===== config.mk =====
export PLATFORM = sky130hd
export DESIGN_NAME = mem_arbiter
export DESIGN_NICKNAME = d
export VERILOG_FILES = /design/src/rtl/mem_arb_pkg.sv /design/src/rtl/mem_arbiter.sv
export SDC_FILE = /design/constraint.sdc
export NUM_CORES = 1
export LEC_CHECK = 0
export CAP_MARGIN = 40
export CORE_AREA = 5 5 130 132
export CTS_CLUSTER_DIAMETER = 60
export DETAILED_ROUTE_END_ITERATION = 12
export DIE_AREA = 0 0 135 137
export PLACE_DENSITY_LB_ADDON = 0.3
export SETUP_SLACK_MARGIN = 0.2
export SYNTH_ARGS = -nofsm -noshare
export SYNTH_HDL_FRONTEND = slang
export SYNTH_SLANG_ARGS = --single-unit

===== constraint.sdc =====
create_clock -name clk -period 3.36 [get_ports clk]
set_input_delay 0.504 -clock clk [delete_from_list [all_inputs] [get_ports clk]]
set_output_delay 0.504 -clock clk [all_outputs]
set_load 0.05 [all_outputs]

===== src/rtl/mem_arb_pkg.sv =====
// mem_arb_pkg: shared types and constants for the two-port to one-port
// memory arbiter.
//   arb_state_t  : arbiter FSM state encoding
//   grant_t      : which port owns the current RAM access
//   CONF_CNT_MAX : saturation value of the contention counter
package mem_arb_pkg;

  typedef enum logic [1:0] {
    S_IDLE,
    S_ACCESS,
    S_DONE
  } arb_state_t;

  typedef enum logic {
    G_INST,
    G_DATA
  } grant_t;

  localparam logic [31:0] CONF_CNT_MAX = 32'hFFFF_FFFF;

endpackage


===== src/rtl/mem_arbiter.sv =====
// mem_arbiter: lets the instruction-fetch port and the data port share one
// synchronous-read RAM. Accesses are serialised with a req/rdy handshake;
// data wins in S_IDLE, and S_DONE hands the RAM to the other port, so under
// contention the two ports alternate.
//
//   state    | meaning
//   ---------+--------------------------------------------------------------
//   S_IDLE   | no access in flight; grant data first, else instruction
//   S_ACCESS | mem_en high for the latched request
//   S_DONE   | mem_rdata valid; pulse winner's rdy, maybe grant the other port
//
// Ports:
//   clk, rstn                          clock, async active-low reset
//   i_req/i_addr -> i_rdy/i_rdata      instruction read port
//   d_req/d_we/d_addr/d_wdata
//                -> d_rdy/d_rdata      data read/write port
//   mem_en/mem_we/mem_addr/mem_wdata   RAM request (registered)
//   mem_rdata                          RAM read data, valid cycle after mem_en
//   conf_cnt                           cycles the instruction port lost arbitration
module mem_arbiter
  import mem_arb_pkg::*;
#(
  parameter int MEM_AW = 14,
  parameter int DATA_W = 32
) (
  input  logic              clk,
  input  logic              rstn,
  input  logic              i_req,
  input  logic [31:0]       i_addr,
  output logic              i_rdy,
  output logic [DATA_W-1:0] i_rdata,
  input  logic              d_req,
  input  logic              d_we,
  input  logic [31:0]       d_addr,
  input  logic [DATA_W-1:0] d_wdata,
  output logic              d_rdy,
  output logic [DATA_W-1:0] d_rdata,
  output logic              mem_en,
  output logic              mem_we,
  output logic [MEM_AW-1:0] mem_addr,
  output logic [DATA_W-1:0] mem_wdata,
  input  logic [DATA_W-1:0] mem_rdata,
  output logic [31:0]       conf_cnt
);

  arb_state_t        r_state;
  grant_t            r_grant;
  logic              r_we;
  logic [DATA_W-1:0] r_i_hold;
  logic [DATA_W-1:0] r_d_hold;

  logic              w_i_cand;
  logic              w_d_cand;
  logic              w_take;
  logic              w_conf;
  grant_t            w_pick;
  logic [MEM_AW-1:0] w_addr_sel;

  // Byte-offset and out-of-range address bits are dropped on purpose.
  logic w_unused_addr_bits;
  assign w_unused_addr_bits = ^{i_addr[31:MEM_AW+2], i_addr[1:0],
                                d_addr[31:MEM_AW+2], d_addr[1:0]};

  // The port served in S_DONE still holds its req this cycle, so it is
  // excluded; that is what makes contended service alternate.
  always_comb begin
    w_i_cand   = i_req && !((r_state == S_DONE) && (r_grant == G_INST));
    w_d_cand   = d_req && !((r_state == S_DONE) && (r_grant == G_DATA));
    w_take     = (r_state != S_ACCESS) && (w_i_cand || w_d_cand);
    w_pick     = w_d_cand ? G_DATA : G_INST;
    w_conf     = (r_state != S_ACCESS) && w_i_cand && w_d_cand;
    w_addr_sel = w_d_cand ? d_addr[MEM_AW+1:2] : i_addr[MEM_AW+1:2];
  end

  // Read data is forwarded straight from the RAM in the rdy cycle and then
  // comes from the hold register, so the core sees it one cycle earlier.
  assign i_rdata = i_rdy ? mem_rdata : r_i_hold;
  assign d_rdata = (d_rdy && !r_we) ? mem_rdata : r_d_hold;

  always_ff @(posedge clk or negedge rstn) begin
    if (!rstn) begin
      r_state   <= S_IDLE;
      r_grant   <= G_INST;
      r_we      <= 1'b0;
      r_i_hold  <= '0;
      r_d_hold  <= '0;
      mem_en    <= 1'b0;
      mem_we    <= 1'b0;
      mem_addr  <= '0;
      mem_wdata <= '0;
      i_rdy     <= 1'b0;
      d_rdy     <= 1'b0;
      conf_cnt  <= '0;
    end else begin
      mem_en <= 1'b0;
      mem_we <= 1'b0;
      i_rdy  <= 1'b0;
      d_rdy  <= 1'b0;

      if (w_conf && (conf_cnt != CONF_CNT_MAX))
        conf_cnt <= conf_cnt + 32'd1;

      unique case (r_state)
        S_IDLE, S_DONE: begin
          if (r_state == S_DONE) begin
            if (r_grant == G_INST)
              r_i_hold <= mem_rdata;
            else if (!r_we)
              r_d_hold <= mem_rdata;
          end
          if (w_take) begin
            r_grant  <= w_pick;
            r_we     <= (w_pick == G_DATA) && d_we;
            mem_en   <= 1'b1;
            mem_we   <= (w_pick == G_DATA) && d_we;
            mem_addr <= w_addr_sel;
            if (w_pick == G_DATA)
              mem_wdata <= d_wdata;
            r_state  <= S_ACCESS;
          end else begin
            r_state  <= S_IDLE;
          end
        end
        S_ACCESS: begin
          i_rdy   <= (r_grant == G_INST);
          d_rdy   <= (r_grant == G_DATA);
          r_state <= S_DONE;
        end
        default: r_state <= S_IDLE;
      endcase
    end
  end

endmodule

==> results of run 1 <==
sequential cells by signal, indices dropped and copies added, names as in the netlist:
name,cells
conf_cnt,32
mem_addr,14
r_we,1
mem_en,1
r_state,2
r_grant,1
mem_we,1
r_d_hold,32
mem_wdata,32
d_rdy,1
r_i_hold,32
i_rdy,1
logic make-up after synthesis:
logic type,Yosys count,synth area share (%)
adders and majority gates,1,0.1829
buffers and inverters,30,2.195
AOI/OAI and AO/OA,20,2.103
and+or+nand+nor,99,8.011
muxes,175,28.55
xor gates and xnor gates,32,4.097
DFF,150,54.86
synth_stat cells (4+ instances only):
cell / n
mux2i_1: 14
mux2_2: 161
nor2_1: 28
xnor2_1: 17
nand4_1: 6
nor3_1: 4
a21oi_1: 16
buf_2: 12
clkbuf_1: 5
dfrtp_1: 150
xor2_1: 15
nand3_1: 18
buf_1: 6
and3_1: 11
inv_1: 4
nand2_1: 11
path summary, 6_finish.rpt:
check | slack (ns) | startpoint | to | depth (start not counted)
setup / recovery | 0.30 | r_we$_DFFE_PN0P_ | d_rdata[11] | 4
hold / removal | 0.04 | rstn | r_d_hold[4]$_DFFE_PN0P_ | 1
setup reg to reg | 1.08 | r_state[0]$_DFF_PN0_ | mem_wdata[24]$_DFFE_PN0P_ | 5
hold reg to reg | 0.50 | conf_cnt[17]$_DFFE_PN0P_ | conf_cnt[17]$_DFFE_PN0P_ | 1
max in group asynchronous | 2.31 | rstn | mem_wdata[9]$_DFFE_PN0P_ | 3
min in group clk | 0.50 | conf_cnt[17]$_DFFE_PN0P_ | conf_cnt[17]$_DFFE_PN0P_ | 1
layer usage:
metal	vias up	GRT usage (%)	wire length [um]
met5	-	0	0
met4	0	6.719	351
met3	29	7.243	1421
met2	192	33.80	9014
met1	2395	22.47	6861
li1	2276	-	-
report_power, final:
| group | leakage, nW | switching [mW] | total (mW) | internal [mW] |
|---|---|---|---|---|
| sequential | 1.83 | 0.444 | 2.99 | 2.55 |
| clock | 0.319 | 0.735 | 2.09 | 1.35 |
| combinational | 2.13 | 4.08 | 6.66 | 2.58 |
| total | 4.28 | 5.26 | 11.7 | 6.48 |
critical path: stages (launching register included):
cell,delay [ns]
dfrtp_1,0.45
nor2b_4,0.38
buf_12,0.23
mux2_2,0.35
clkdlybuf4s50_1,0.72
cell type report:
type                    instances  area [um2]  share of cell area [%]
multi-input cells             327        2963                   29.07
well taps                     216       270.3                   2.651
inverters                       4       15.01                  0.1473
clock inverters                13       202.7                   1.988
repair buffers                251        2536                   24.88
flip-flops and latches        150        3754                   36.82
clock buffers                  19       452.9                   4.443
==> results.sh, run 1 <==
export IMPL_slew_viol_final=0
export IMPL_cp_required_ns=2.86
export IMPL_layout_setup_ws_ns=0.3033
export IMPL_start_util_pct=43.86
export IMPL_row_count=46
export IMPL_syn_instance_count=507
export IMPL_cts_resized_gates=0
export IMPL_startpoint_type="flip-flop"
export IMPL_syn_avg_cell_area_um2=13.49
export IMPL_ant_nets=0
export IMPL_power_mw=11.74
export IMPL_via_count=4892
export IMPL_clockBufferDepth=2
export IMPL_synth_cell_types=37
export IMPL_ys_top_cells_by_area="dfrtp_1 (55%), mux2_2 (26%), xnor2_1 (2.2%), mux2i_1 (2.0%), xor2_1 (1.9%)"
export IMPL_synth_edf_count=0
export IMPL_crit_fanout=22
export IMPL_io_buffers=242
export IMPL_post_cts_buffers=0
export IMPL_pre_cts_ws_ns=0.7118
export IMPL_synth_seq_area_share_pct=54.86
export IMPL_grt_antenna_before_repair=0
export IMPL_pwr_density_cell_mw_per_mm2=1152
export IMPL_synthToLayoutAreaGrowth_pct=48.99
export IMPL_numCtsBuffers=17
export IMPL_period_minus_slack_ns=3.057
export IMPL_yosysTopAreaCellShare_pct=54.86
export IMPL_clock_latency_ns=0.41
export IMPL_routed_wl_um=17650
export IMPL_grt_overflow=0
export IMPL_fmax_mhz=327.2
export IMPL_synth_largest_area_cell="dfrtp_1"
export IMPL_fp_coreArea_mm2=0.01560
export IMPL_design_area_mm2=0.01019
export IMPL_n_antenna_cell=0
export IMPL_worst_slew_pin_slew_ns=0.5740
export IMPL_grt_first_pass_wirelength_um=28500
export IMPL_hold_slack_ns=0.03833
export IMPL_die_area_mm2=0.01850
export IMPL_cts_htree_levels=4
export IMPL_grt_max_degree=65
export IMPL_hold_violations=0
export IMPL_grt_pass1_vias=5454
export IMPL_nets=885
export IMPL_fill_cells=1186
export IMPL_min_period_over_period_pct=90.97
export IMPL_hpwl_um=12990
export IMPL_critPathKind="reg -> out"
export IMPL_post_synth_instance_area_mm2=0.006842
export IMPL_yosys_warnings=0
export IMPL_drt_first_pass_iters=5
export IMPL_arrival_ns=2.55
export IMPL_globalplace_congestion=0.8047
export IMPL_async_reset_ff_share_pct=100.0
export IMPL_routed_via_density=4.992
export IMPL_hold_path_class="in -> async"
export IMPL_avgRoutedWirePerCell_um=18.01
export IMPL_grt_util_all_layers_pct=19.56
export IMPL_final_core_util_pct=65.35
export IMPL_finalSetupViolations=0
export IMPL_final_cells=980
export IMPL_post_route_drc_count=0
export IMPL_final_common_cell="clkdlybuf4s50_1"
export IMPL_hold_buffers=0
export IMPL_p_leak_nw=4.276
export IMPL_max_slew_margin_pct=61.61
export IMPL_endpoint_kind="output pin"
export IMPL_layout_drive_gt1_share_pct=28.80
export IMPL_rsz0062_at_grt="no"
export IMPL_cts_tree="yes"
export IMPL_drt_iter0_drc=173
export IMPL_final_cell_mix="clkdlybuf4s50_1 (241), mux2_2 (161), dfrtp_1 (150), nor2_1 (27), nand3_1 (18)"
export IMPL_synth_fp_nets=641
export IMPL_ys_flop_type="dfrtp_1"
export IMPL_dpl_cell_area_mm2=0.009538
export IMPL_tns_ns=0
export IMPL_status="finished, final reports clean"
export IMPL_maxCapViolCount=0
export IMPL_cts_sinks=150
export IMPL_peakVddDrop_mv=0.6227
export IMPL_dieHeight_um=137
export IMPL_place_inst=948
export IMPL_clk_pin_slew_worst_paths_ns=0.06
export IMPL_synth_seq_cells=150
export IMPL_pin_count=279
export IMPL_fin_skew_ns=0.008568
export IMPL_cts_root_buf="clkbuf_16"
export IMPL_fp_dieW_um=135
Power figures use the tool's default switching activity.
==> run 2, diff against run 1 <==
--- a/config.mk
+++ b/config.mk
@@ -10,7 +10,7 @@
 export CTS_CLUSTER_DIAMETER = 60
 export DETAILED_ROUTE_END_ITERATION = 12
 export DIE_AREA = 0 0 135 137
-export PLACE_DENSITY_LB_ADDON = 0.3
+export PLACE_DENSITY = 0.84
 export SETUP_SLACK_MARGIN = 0.2
 export SYNTH_ARGS = -nofsm -noshare
 export SYNTH_HDL_FRONTEND = slang
==> run 2 against run 1 <==
  * Sequential share of layout area increased by 0.13 points
  * Maximum frequency barely moved
  * First-iteration DRC count down 4.0%
  * Non-clock buffer count unchanged
  * Cell count is 0.10% lower
  * Final area fell by 0.34%
  * Die area unchanged
  * Combinational power about the same
  * Highest routed layer unchanged
==> results.sh, run 2 (synthesis gave the netlist of run 1 again) <==
export IMPL_n_antenna_cell=0
export IMPL_r2r_start="r_state[0]$_DFF_PN0_"
export IMPL_clockBufferDepth=2
export IMPL_groute_layer_met2_usage_pct=34.16
export IMPL_grt_max_degree=76
export IMPL_fp_coreArea_mm2=0.01560
export IMPL_rsz0062_at_grt="no"
export IMPL_use_met3_pct=7.132
export IMPL_crit_start="r_we$_DFFE_PN0P_"
export IMPL_min_period_over_period_pct=91.02
export IMPL_path_buf_inv=2
export IMPL_cts_root_buf="clkbuf_16"
export IMPL_multiInputGateArea_mm2=0.002963
export IMPL_cts_sinks=150
export IMPL_clk_pin_slew_worst_paths_ns=0.06
export IMPL_start_util_pct=43.86
export IMPL_drt_iter0_drc=166
export IMPL_io_buffers=242
export IMPL_hold_violations=0
export IMPL_synthToLayoutAreaGrowth_pct=48.48
export IMPL_critPathKind="reg -> out"
export IMPL_hold_path_class="in -> async"
export IMPL_cts_resized_gates=0
export IMPL_numCtsBuffers=17
export IMPL_nets=885
export IMPL_dieHeight_um=137
export IMPL_hold_buffers=0
export IMPL_final_cell_mix="clkdlybuf4s50_1 (241), mux2_2 (161), dfrtp_1 (150), nor2_1 (27), nand3_1 (18)"
export IMPL_finalSetupViolations=0
export IMPL_pin_count=279
export IMPL_grt_antenna_before_repair=0
export IMPL_arrival_ns=2.55
export IMPL_maxCapViolCount=0
export IMPL_grt_first_pass_wirelength_um=28090
export IMPL_critPathSlowestCell="clkdlybuf4s50_1"
export IMPL_path_cells="nor2b_4, buf_4, mux2_2, clkdlybuf4s50_1"
export IMPL_worst_slew_pin_slew_ns=0.6954
export IMPL_peakVddDrop_mv=0.7143
export IMPL_fill_cells=1133
export IMPL_startpoint_type="flip-flop"
export IMPL_hpwl_um=12950
export IMPL_tns_ns=0
export IMPL_use_met1_pct=22.02
export IMPL_drt_first_pass_iters=4
export IMPL_globalplace_congestion=0.8211
export IMPL_cts_tree="yes"
export IMPL_post_cts_buffers=0
export IMPL_fin_skew_ns=0.008848
export IMPL_cp_slowest_stage_delay_ns=0.73
export IMPL_period_minus_slack_ns=3.058
export IMPL_layout_drive_gt1_share_pct=28.44
export IMPL_post_route_drc_count=0
export IMPL_final_common_cell="clkdlybuf4s50_1"
export IMPL_row_count=46
export IMPL_busiest_layer="met2"
export IMPL_routed_wl_um=17930
export IMPL_endpoint_kind="output pin"
export IMPL_crit_fanout=32
export IMPL_pwr_density_cell_mw_per_mm2=1150
export IMPL_grt_overflow=0
export IMPL_max_slew_margin_pct=53.64
export IMPL_ant_nets=0
export IMPL_grt_pass1_vias=5424
export IMPL_slew_viol_final=0
export IMPL_die_area_mm2=0.01850
export IMPL_avgRoutedWirePerCell_um=18.31
export IMPL_clock_latency_ns=0.42
export IMPL_grt_util_all_layers_pct=19.50
export IMPL_via_count=4931
export IMPL_cp_required_ns=2.86
export IMPL_fmax_mhz=327.0
export IMPL_final_core_util_pct=65.13
export IMPL_routed_via_density=5.037
export IMPL_status="finished, final reports clean"
export IMPL_p_leak_nw=4.259
export IMPL_cts_htree_levels=4
export IMPL_critical_path_top_delay_family="buffers and inverters"
export IMPL_fp_dieW_um=135
export IMPL_register_area_mm2=0.003754
run 2: cell count changes in the layout (fill, tap and decap cells not counted), moves of 2 or more:
| cell | previous run | this run |
|---|---|---|
| clkbuf_1 | 0 | 2 |
| clkbuf_8 | 2 | 4 |
| clkinv_2 | 4 | 2 |
| clkinv_4 | 2 | 0 |
run 2: final timing paths:
kind	to	slack, ns	depth (start not counted)
setup / recovery	d_rdata[9]	0.30	4
hold / removal	r_i_hold[23]$_DFFE_PN0P_	0.12	1
setup reg to reg	mem_wdata[4]$_DFFE_PN0P_	1.04	5
hold reg to reg	conf_cnt[23]$_DFFE_PN0P_	0.49	1
max in group asynchronous	mem_addr[0]$_DFFE_PN0P_	2.51	2
min in group clk	conf_cnt[23]$_DFFE_PN0P_	0.49	1
run 2: layer usage:
metal	share of wire, %	vias to the layer above
met3	8.1	30
met4	2.0	0
met2	51	179
met1	39	2438
met5	0	-
li1	-	2284
run 2: stage by stage:
step	std cells	total power, mW	hold WS [ns]	area, um2	worst slack (ns)
floorplan	507	7.511	0.2084	6842	1.044
global placement	947	9.536	0.4722	9498	0.7509
detailed placement	948	9.709	0.4789	9525	0.7114
CTS	979	11.80	0.1372	10160	0.2496
global route	979	12.17	0.1593	10160	0.2147
finish	979	11.69	0.1193	10160	0.3017
run 2: report_power, final:
group | leakage, nW | internal (mW) | switching [mW]
clock | 0.305 | 1.32 | 0.721
combinational | 2.13 | 2.57 | 4.11
sequential | 1.83 | 2.55 | 0.425
run 2: final cells by class:
| type | instances | area share [%] |
|---|---|---|
| inverter | 4 | 0.1478 |
| clock inverter | 8 | 1.429 |
| multi-input combinational | 327 | 29.17 |
| sequential | 150 | 36.95 |
| timing repair buffer | 251 | 24.84 |
| clock buffer | 23 | 4.804 |
| tap | 216 | 2.660 |
==> run 3, diff against run 2 <==
--- a/config.mk
+++ b/config.mk
@@ -6,10 +6,10 @@
 export NUM_CORES = 1
 export LEC_CHECK = 0
 export CAP_MARGIN = 40
-export CORE_AREA = 5 5 130 132
+export CORE_AREA = 2 2 127 129
 export CTS_CLUSTER_DIAMETER = 60
 export DETAILED_ROUTE_END_ITERATION = 12
-export DIE_AREA = 0 0 135 137
+export DIE_AREA = 0 0 129 131
 export PLACE_DENSITY = 0.84
 export SETUP_SLACK_MARGIN = 0.2
 export SYNTH_ARGS = -nofsm -noshare
==> run 3 against run 2 <==
  * Register-to-register slack better by 0.03 ns
  * Cell count down 0.41%
  * Die area down 8.6%
  * Core utilization down 0.78 points
  * Critical endpoint is now d_rdata[3]
  * Largest power group unchanged
==> results.sh, run 3 (synthesis gave the netlist of run 1 again) <==
export IMPL_peakVddDrop_mv=0.4987
export IMPL_clk_pin_slew_worst_paths_ns=0.06
export IMPL_reg2reg_to="mem_wdata[5]$_DFFE_PN0P_"
export IMPL_arrival_ns=2.53
export IMPL_place_inst=946
export IMPL_hold_buffers=0
export IMPL_fin_skew_ns=0.007931
export IMPL_path_buf_inv=2
export IMPL_start_util_pct=43.86
export IMPL_p_leak_nw=4.207
export IMPL_dpl_cell_area_mm2=0.009490
export IMPL_clock_latency_ns=0.41
export IMPL_grt_util_all_layers_pct=19.92
export IMPL_fmax_mhz=329.3
export IMPL_drt_iter0_drc=175
export IMPL_pin_count=279
export IMPL_cts_root_buf="clkbuf_16"
export IMPL_layout_drive_gt1_share_pct=27.67
export IMPL_critical_path_top_delay_family="buffers and inverters"
export IMPL_critPathKind="reg -> out"
export IMPL_final_core_util_pct=64.35
export IMPL_hold_slack_ns=0.07850
export IMPL_routed_wl_um=16920
export IMPL_synthToLayoutAreaGrowth_pct=46.71
export IMPL_cts_htree_levels=4
export IMPL_grt_pass1_vias=5205
export IMPL_globalplace_congestion=0.7751
export IMPL_grt_first_pass_wirelength_um=25860
export IMPL_cp_slowest_stage_delay_ns=0.72
export IMPL_critPathSlowestCell="clkdlybuf4s50_1"
export IMPL_routed_via_density=5.027
export IMPL_tns_ns=0
export IMPL_clockBufferDepth=2
export IMPL_final_common_cell="clkdlybuf4s50_1"
export IMPL_io_buffers=242
export IMPL_pwr_share_comb_pct=58.2
export IMPL_seq_power_share_pct=26.1
export IMPL_p_switching_mw=5.187
export IMPL_max_slew_margin_pct=55.20
export IMPL_worst_slew_pin_slew_ns=0.6720
export IMPL_ant_nets=0
export IMPL_fp_dieW_um=129
export IMPL_path_cells="nor2b_4, buf_4, mux2_2, clkdlybuf4s50_1"
export IMPL_fp_coreArea_mm2=0.01560
export IMPL_design_area_mm2=0.01004
export IMPL_crit_fanout=32
export IMPL_grt_max_degree=80
export IMPL_slew_viol_final=0
export IMPL_min_period_over_period_pct=90.39
export IMPL_rsz0062_at_grt="no"
export IMPL_post_route_drc_count=0
export IMPL_finalSetupViolations=0
export IMPL_p_sw_share_pct=45.47
export IMPL_drt_first_pass_iters=4
export IMPL_status="finished, final reports clean"
export IMPL_row_count=46
export IMPL_final_cell_mix="clkdlybuf4s50_1 (241), mux2_2 (161), dfrtp_1 (150), nor2_1 (27), nand3_1 (18)"
export IMPL_n_antenna_cell=0
export IMPL_avgRoutedWirePerCell_um=17.35
export IMPL_maxCapViolCount=0
export IMPL_hpwl_um=12010
export IMPL_grt_overflow=0
export IMPL_cts_resized_gates=0
export IMPL_cts_tree="yes"
export IMPL_pwr_share_clk_pct=15.7
export IMPL_internal_power_mw=6.220
export IMPL_die_area_mm2=0.01690
export IMPL_rr_worst_depth=5
export IMPL_cp_required_ns=2.86
export IMPL_startpoint_type="flip-flop"
export IMPL_grt_antenna_before_repair=0
export IMPL_r2r_start="r_state[0]$_DFF_PN0_"
export IMPL_hold_violations=0
export IMPL_dieHeight_um=131
export IMPL_post_cts_buffers=0
export IMPL_via_count=4901
export IMPL_hold_path_class="in -> async"
export IMPL_period_minus_slack_ns=3.037
export IMPL_endpoint_kind="output pin"
export IMPL_nets=883
export IMPL_cts_sinks=150
export IMPL_numCtsBuffers=17
export IMPL_reg2reg_setup_slack_ns=1.07
export IMPL_final_cells=975
export IMPL_pwr_density_cell_mw_per_mm2=1136
-- run 3: changes by cell type in the layout (fill, tap and decap cells not counted), sizes merged --
cell,change
clkinvlp,-2
clkbuf,+1
buf,-2
bufinv,-2
clkinv,+1
-- run 3: routing by layer --
layer  global-route usage [%]  routed length, um
met1                    21.96               6735
met2                    36.76               8862
met3                    6.148               1100
met4                    6.330                219
met5                        0                  0
-- run 3: how the worst max path moves through the flow --
stage / start / end / slack (ns) / cells after the start
2_1_floorplan: d_rdy$_DFF_PN0_ / d_rdata[10] / 1.04 / 4
3_3_place_gp: r_we$_DFFE_PN0P_ / d_rdata[23] / 0.75 / 4
3_5_place_dp: r_we$_DFFE_PN0P_ / d_rdata[2] / 0.74 / 4
4_1_cts: r_we$_DFFE_PN0P_ / d_rdata[3] / 0.27 / 4
5_1_grt: r_we$_DFFE_PN0P_ / d_rdata[3] / 0.22 / 4
6_report: r_we$_DFFE_PN0P_ / d_rdata[3] / 0.32 / 4
-- run 3: metrics by stage --
step	setup slack, ns	total power, mW
5_1_grt	0.2151	11.91
6_report	0.3229	11.41
3_5_place_dp	0.7353	9.671
4_1_cts	0.2700	11.53
3_3_place_gp	0.7520	9.507
2_1_floorplan	1.044	7.511
-- run 3: area by class of cell --
type / count / area [um2]
inverter: 4 / 15.01
sequential: 150 / 3754
fill: 1212 / 5560
clock inverter: 5 / 75.07
timing repair buffer: 249 / 2489
multi-input combinational: 327 / 2963
clock buffer: 24 / 471.7
tap: 216 / 270.3
-- run 3: power groups by stage --
stage	registers, mW	clock network (mW)	logic [mW]
floorplan	4.03	0	3.48
global placement	2.94	0	6.57
detailed placement	3.00	0	6.67
CTS	2.98	1.85	6.70
global route	3.07	1.92	6.92
finish	2.98	1.79	6.64
